$ cat config.mk
export PLATFORM = sky130hd
export DESIGN_NAME = fetch_unit
export DESIGN_NICKNAME = d
export VERILOG_FILES = /design/src/rtl/fetch_unit.sv
export SDC_FILE = /design/constraint.sdc
export NUM_CORES = 1
export LEC_CHECK = 0
export CAP_MARGIN = 0
export CORE_AREA = 4 4 140 142
export DETAILED_ROUTE_END_ITERATION = 16
export DIE_AREA = 0 0 144 146
export PLACE_DENSITY = 0.65
export SLEW_MARGIN = 20
export SYNTH_ARGS = -nofsm -noshare
export SYNTH_HDL_FRONTEND = slang
export SYNTH_SLANG_ARGS = --single-unit
export TNS_END_PERCENT = 50
$ cat constraint.sdc
create_clock -name clk -period 7.7 [get_ports clk]
set_input_delay 1.54 -clock clk [delete_from_list [all_inputs] [get_ports clk]]
set_output_delay 1.54 -clock clk [all_outputs]
set_load 0.02 [all_outputs]
$ cat src/rtl/fetch_unit.sv
// -----------------------------------------------------------------------------
// fetch_unit
//
// Instruction fetch front end. A registered PC drives the instruction port of
// Memory directly; the word that comes back in the same cycle is pushed,
// together with its address, into a 2-entry queue that decode drains through a
// valid/ready handshake. The execute stage can redirect the PC, which flushes
// the queue.
//
// Handshake: the head entry transfers to decode on a rising edge where
// inst_valid = 1 and inst_ready = 1. inst_valid never depends on inst_ready,
// and inst/inst_pc hold their value while inst_valid = 1 and inst_ready = 0.
//
// Ports
//   clk            in   1   clock, all state updates on the rising edge
//   rst            in   1   asynchronous active-high reset
//   a_m1           out  32  instruction address (registered PC)
//   d_m1           in   32  instruction word for a_m1, same cycle
//   halt           in   1   stop fetching; queued entries still drain
//   branch_taken   in   1   redirect request (wins over halt)
//   branch_pc      in   32  redirect target
//   inst_valid     out  1   queue head is valid
//   inst_ready     in   1   decode accepts the head this cycle
//   inst           out  32  instruction word at queue head
//   inst_pc        out  32  address inst was fetched from
//   misaligned_err out  1   sticky: a redirect target had branch_pc[1:0] != 0
//                           (only built when FETCH_ALIGN_CHECK_EN is defined)
//
// Configuration macro: FETCH_ALIGN_CHECK_EN enables the redirect alignment
// check and the misaligned_err port.
// -----------------------------------------------------------------------------
module fetch_unit #(
  parameter logic [31:0] RESET_PC = 32'h0000_0000
) (
  input  logic        clk,
  input  logic        rst,
  output logic [31:0] a_m1,
  input  logic [31:0] d_m1,
  input  logic        halt,
  input  logic        branch_taken,
  input  logic [31:0] branch_pc,
  output logic        inst_valid,
  input  logic        inst_ready,
  output logic [31:0] inst,
  output logic [31:0] inst_pc
`ifdef FETCH_ALIGN_CHECK_EN
  ,
  output logic        misaligned_err
`endif
);

  logic [31:0] pc;
  logic [1:0]  count;
  // The head entry lives directly in the inst/inst_pc output registers; the
  // second entry sits behind it and shifts forward on a pop.
  logic [31:0] tail_inst;
  logic [31:0] tail_pc;
  logic        push;
  logic        pop;

  assign a_m1       = pc;
  assign inst_valid = (count != 2'd0);

  // A push is decided on the occupancy before any pop of the same cycle, so a
  // full queue never accepts a new word even while it is being drained.
  always_comb begin
    push = 1'b0;
    pop  = 1'b0;
    push = !branch_taken && !halt && (count != 2'd2);
    pop  = inst_valid && inst_ready;
  end

  always_ff @(posedge clk or posedge rst) begin
    if (rst) begin
      pc        <= RESET_PC;
      count     <= 2'd0;
      inst      <= 32'h0;
      inst_pc   <= 32'h0;
      tail_inst <= 32'h0;
      tail_pc   <= 32'h0;
    end else if (branch_taken) begin
      // Flush discards any pop handshake of this cycle as well.
      count <= 2'd0;
      pc    <= branch_pc;
    end else begin
      if (push) begin
        pc <= pc + 32'd4;
      end
      case (count)
        2'd0: begin
          if (push) begin
            inst    <= d_m1;
            inst_pc <= pc;
            count   <= 2'd1;
          end
        end
        2'd1: begin
          if (push && pop) begin
            inst    <= d_m1;
            inst_pc <= pc;
          end else if (push) begin
            tail_inst <= d_m1;
            tail_pc   <= pc;
            count     <= 2'd2;
          end else if (pop) begin
            count <= 2'd0;
          end
        end
        2'd2: begin
          if (pop) begin
            inst    <= tail_inst;
            inst_pc <= tail_pc;
            count   <= 2'd1;
          end
        end
        default: count <= 2'd0;
      endcase
    end
  end

`ifdef FETCH_ALIGN_CHECK_EN
  always_ff @(posedge clk or posedge rst) begin
    if (rst) begin
      misaligned_err <= 1'b0;
    end else if (branch_taken && (branch_pc[1:0] != 2'b00)) begin
      misaligned_err <= 1'b1;
    end
  end
`endif

endmodule

==> run_results.csv <==
group,metric,value,unit
floorplan,ios,166,
yosys,synth.net_count,714,
place,dpl.hpwl,11900,um
timing,finalCritPeriodShare,0.502,
timing,fmax,0.259,GHz
yosys,ys_seq_elements,162,
worst_setup_path,rr_worst_depth,5,
floorplan,rows,50,
worst_setup_path,worstPathMaxFanout,92,
clock_tree,ctsResizeCount,0,
yosys,ys_async_sr_fraction,1.00,
routing,wl_met2,8200,um
routing,dr.pass1.iters,4,
routing,wl,17700,um
floorplan,dieArea,21000,um2
global_route,track_usage,0.171,
global_route,grt_max_degree,93,
yosys,yosysTopAreaCellShare,0.560,
timing,final-setup-viol-count,0,
worst_setup_path,slowest_stage,"buf_4",
clock_tree,cts-root-buf,"clkbuf_16",
place,io_buffers,165,
yosys,yosysUniqueCellTypes,38,
finish,fin_nets,861,
floorplan,chipHeight,146,um
worst_hold_path,min_to,"inst[5]$_DFFE_PP0P_",
yosys,syn_area,7240,um2
floorplan,core_region_area,18500,um2
floorplan,start_util,0.392,
yosys,ys_warn_count,0,
global_route,antenna_found_initial,0,
worst_setup_path,critical_path.top_delay_family,"buffers and inverters",
timing,skew,0.0108,ns
worst_setup_path,reg2reg_from,"count[1]$_DFFE_PP0P_",
global_route,grt_overflow_total,0,
clock_tree,cts_made_buffers,17,
timing,finalCriticalPeriod,3.86,ns
yosys,yosysSeqAreaShare,0.560,
yosys,synthFlopType,"dfrtp_1",
place,globalplace.congestion,0.764,
outcome,status,"finished, final reports clean",
routing,wl_per_cell,17.1,um
worst_setup_path,startpoint_type,"primary input",
worst_setup_path,crit_type,"primary input to flop",
yosys,yosys.area.top_type,"dfrtp_1",
clock_tree,clock_path_buffers,2,
timing,finalHoldViolCount,0,
worst_setup_path,crit_buf_inv,2,
power_and_ir_drop,power_density,268,nW/um2
timing,worst_pin_slew,0.958,ns
worst_setup_path,required,7.96,ns
clock_tree,clk_latency,0.43,ns
finish,stdcell_area,9670,um2
worst_hold_path,min_path_cells,2,
yosys,synth_edf_count,0,
floorplan,die_w,144,um
timing,slew_headroom,0.361,
flow_run,drv_cap,0,
routing,drtIter0Drc,202,
power_and_ir_drop,peakVddDrop,0.159,mV
global_route,grt_pass1_wl,28700,um
worst_setup_path,worstReg2RegEnd,"inst[2]$_DFFE_PP0P_",
clock_tree,cts_tree,"yes",
worst_hold_path,hp-class,"flop to flop",
routing,top_layer,"met4",
timing,tns,0,ns
finish,n_antenna_cell,0,
routing,wl_met3,1070,um
clock_tree,cts.sinks,162,
worst_setup_path,crit_chain,"clkdlybuf4s50_1, or2_2, a21oi_1, o21bai_4, buf_4, o21ai_0",
yosys,avgSynthCellArea,11.2,um2
routing,route.detailed.drc,0,
clock_tree,postCtsHoldBufs,0,
finish,syn2layout_area_growth,33.5,%
worst_hold_path,hp-start,"inst[5]$_DFFE_PP0P_",
timing,rsz0062_at_grt,"no",
routing,vias,5274,
yosys,synth_area_leaders,"dfrtp_1, mux2_2, mux2i_1",
routing,wl_met1,8300,um
worst_setup_path,critPathCaptureType,"flop",
global_route,first_global_vias,5519,
routing,via_per_inst,5.08,
yosys,postSynthCellCount,644,
worst_setup_path,rrSetupSlack,5.09,ns
worst_setup_path,slowest_delay,0.75,ns
clock_tree,htree_levels,4,
finish,drive_above_1_share,0.144,
worst_setup_path,crit_arrival,4.12,ns
routing,final_antenna_net_count,0,
place,detailed_place.area,9060,um2
timing,drv_slew,0,
clock_tree,postCtsSetupBuffers,0,
clock_tree,clkTransAtPathRegs,0.06,ns
power_and_ir_drop,p_leak,4.43,nW
==> worst max-delay path by stage <==
stage	start	end	slack [ns]	cells past startpoint
finish	halt	inst[2]$_DFFE_PP0P_	3.84	6
global route	halt	inst[11]$_DFFE_PP0P_	3.59	6
CTS	halt	inst[2]$_DFFE_PP0P_	3.85	6
detailed placement	halt	inst_pc[2]$_DFFE_PP0P_	3.41	6
global placement	halt	inst[20]$_DFFE_PP0P_	3.53	6
floorplan	rst	a_m1[0]$_DFFE_PP0P_	1.78	1
==> per-stage QoR <==
step	cells	utilization	hold slack (ns)	total power [mW]	worst slack, ns
6_report	1038	0.524	0.478	2.59	3.84
5_1_grt	1038	0.524	0.501	2.72	3.59
4_1_cts	1038	0.524	0.483	2.62	3.85
3_5_place_dp	1006	0.491	0.469	1.74	3.41
3_3_place_gp	1006	0.491	0.461	1.71	3.53
2_1_floorplan	644	-	0.450	1.46	1.78
==> metal layers <==
layer	vias to the layer above	GRT usage
met2	170	0.263
met5	-	0
li1	2535	-
met1	2554	0.236
met3	15	0.0463
met4	0	0.0523
==> final cells by class <==
class / instances / area (um2)
Tap cell: 234 / 293
Inverter: 5 / 23.8
Clock inverter: 15 / 181
Sequential cell: 162 / 4050
Fill cell: 1642 / 8780
Multi-Input combinational cell: 436 / 3020
Timing Repair Buffer: 169 / 1680
Clock buffer: 17 / 425
==> power by group <==
group	leakage [nW]	internal [mW]	switching, mW
logic	2.12	0.296	0.271
clock network	0.294	0.514	0.359
registers	2.01	1.03	0.119
==> flip-flops by register name, indices dropped and copies added, names as in the netlist <==
name / cells
inst_pc: 32
count: 2
tail_inst: 32
a_m1: 32
tail_pc: 32
inst: 32
==> Yosys cell counts (all sizes together) (8+ instances only) <==
| cell type | count |
|---|---|
| dfrtp | 162 |
| nand2 | 107 |
| o21ai | 96 |
| mux2 | 64 |
| mux2i | 63 |
| clkbuf | 28 |
| xnor2 | 17 |
| buf | 13 |
| nand4 | 13 |
| nand3 | 11 |
| nor4 | 10 |
| xor2 | 9 |
| nor2 | 8 |
| nor3 | 8 |
==> tightest hold or removal path, stage by stage (launching register included) <==
cell and delay, ns:
dfrtp_1 0.34, nand2_1 0.05, o21ai_0 0.06
==> layout by cell type, fill, tap and decap left out, types with 4 or more instances in the layout <==
cell / synthesis / final
clkbuf_16: 0 / 17
nand4_1: 12 / 12
a21oi_1: 4 / 4
dfrtp_1: 162 / 162
nor3_1: 8 / 8
buf_4: 0 / 4
inv_1: 5 / 4
nand2_1: 107 / 106
nor4_1: 5 / 5
xnor2_1: 17 / 17
o21ai_1: 10 / 10
mux2_2: 64 / 64
clkdlybuf4s50_1: 0 / 164
nand3_1: 11 / 11
o21ai_0: 86 / 86
nor2_1: 8 / 8
nor2b_1: 4 / 4
nor4_2: 4 / 4
mux2i_1: 63 / 63
xor2_1: 9 / 9
inv_6: 0 / 5
==> logic make-up (layout without fill, tap and decap cells) <==
kind of cell / count (synthesis) / after routing / share of synthesized area
adder cells (fa/ha/maj): 1 / 1 / 0.00173
flip-flops: 162 / 162 / 0.560
XOR/XNOR: 26 / 26 / 0.0314
AO/OA/AOI/OAI: 104 / 104 / 0.0732
multiplexers: 127 / 127 / 0.187
AND/OR/NAND/NOR: 178 / 178 / 0.120
buffers and inverters: 46 / 206 / 0.0273
Power figures use the tool's default switching activity.
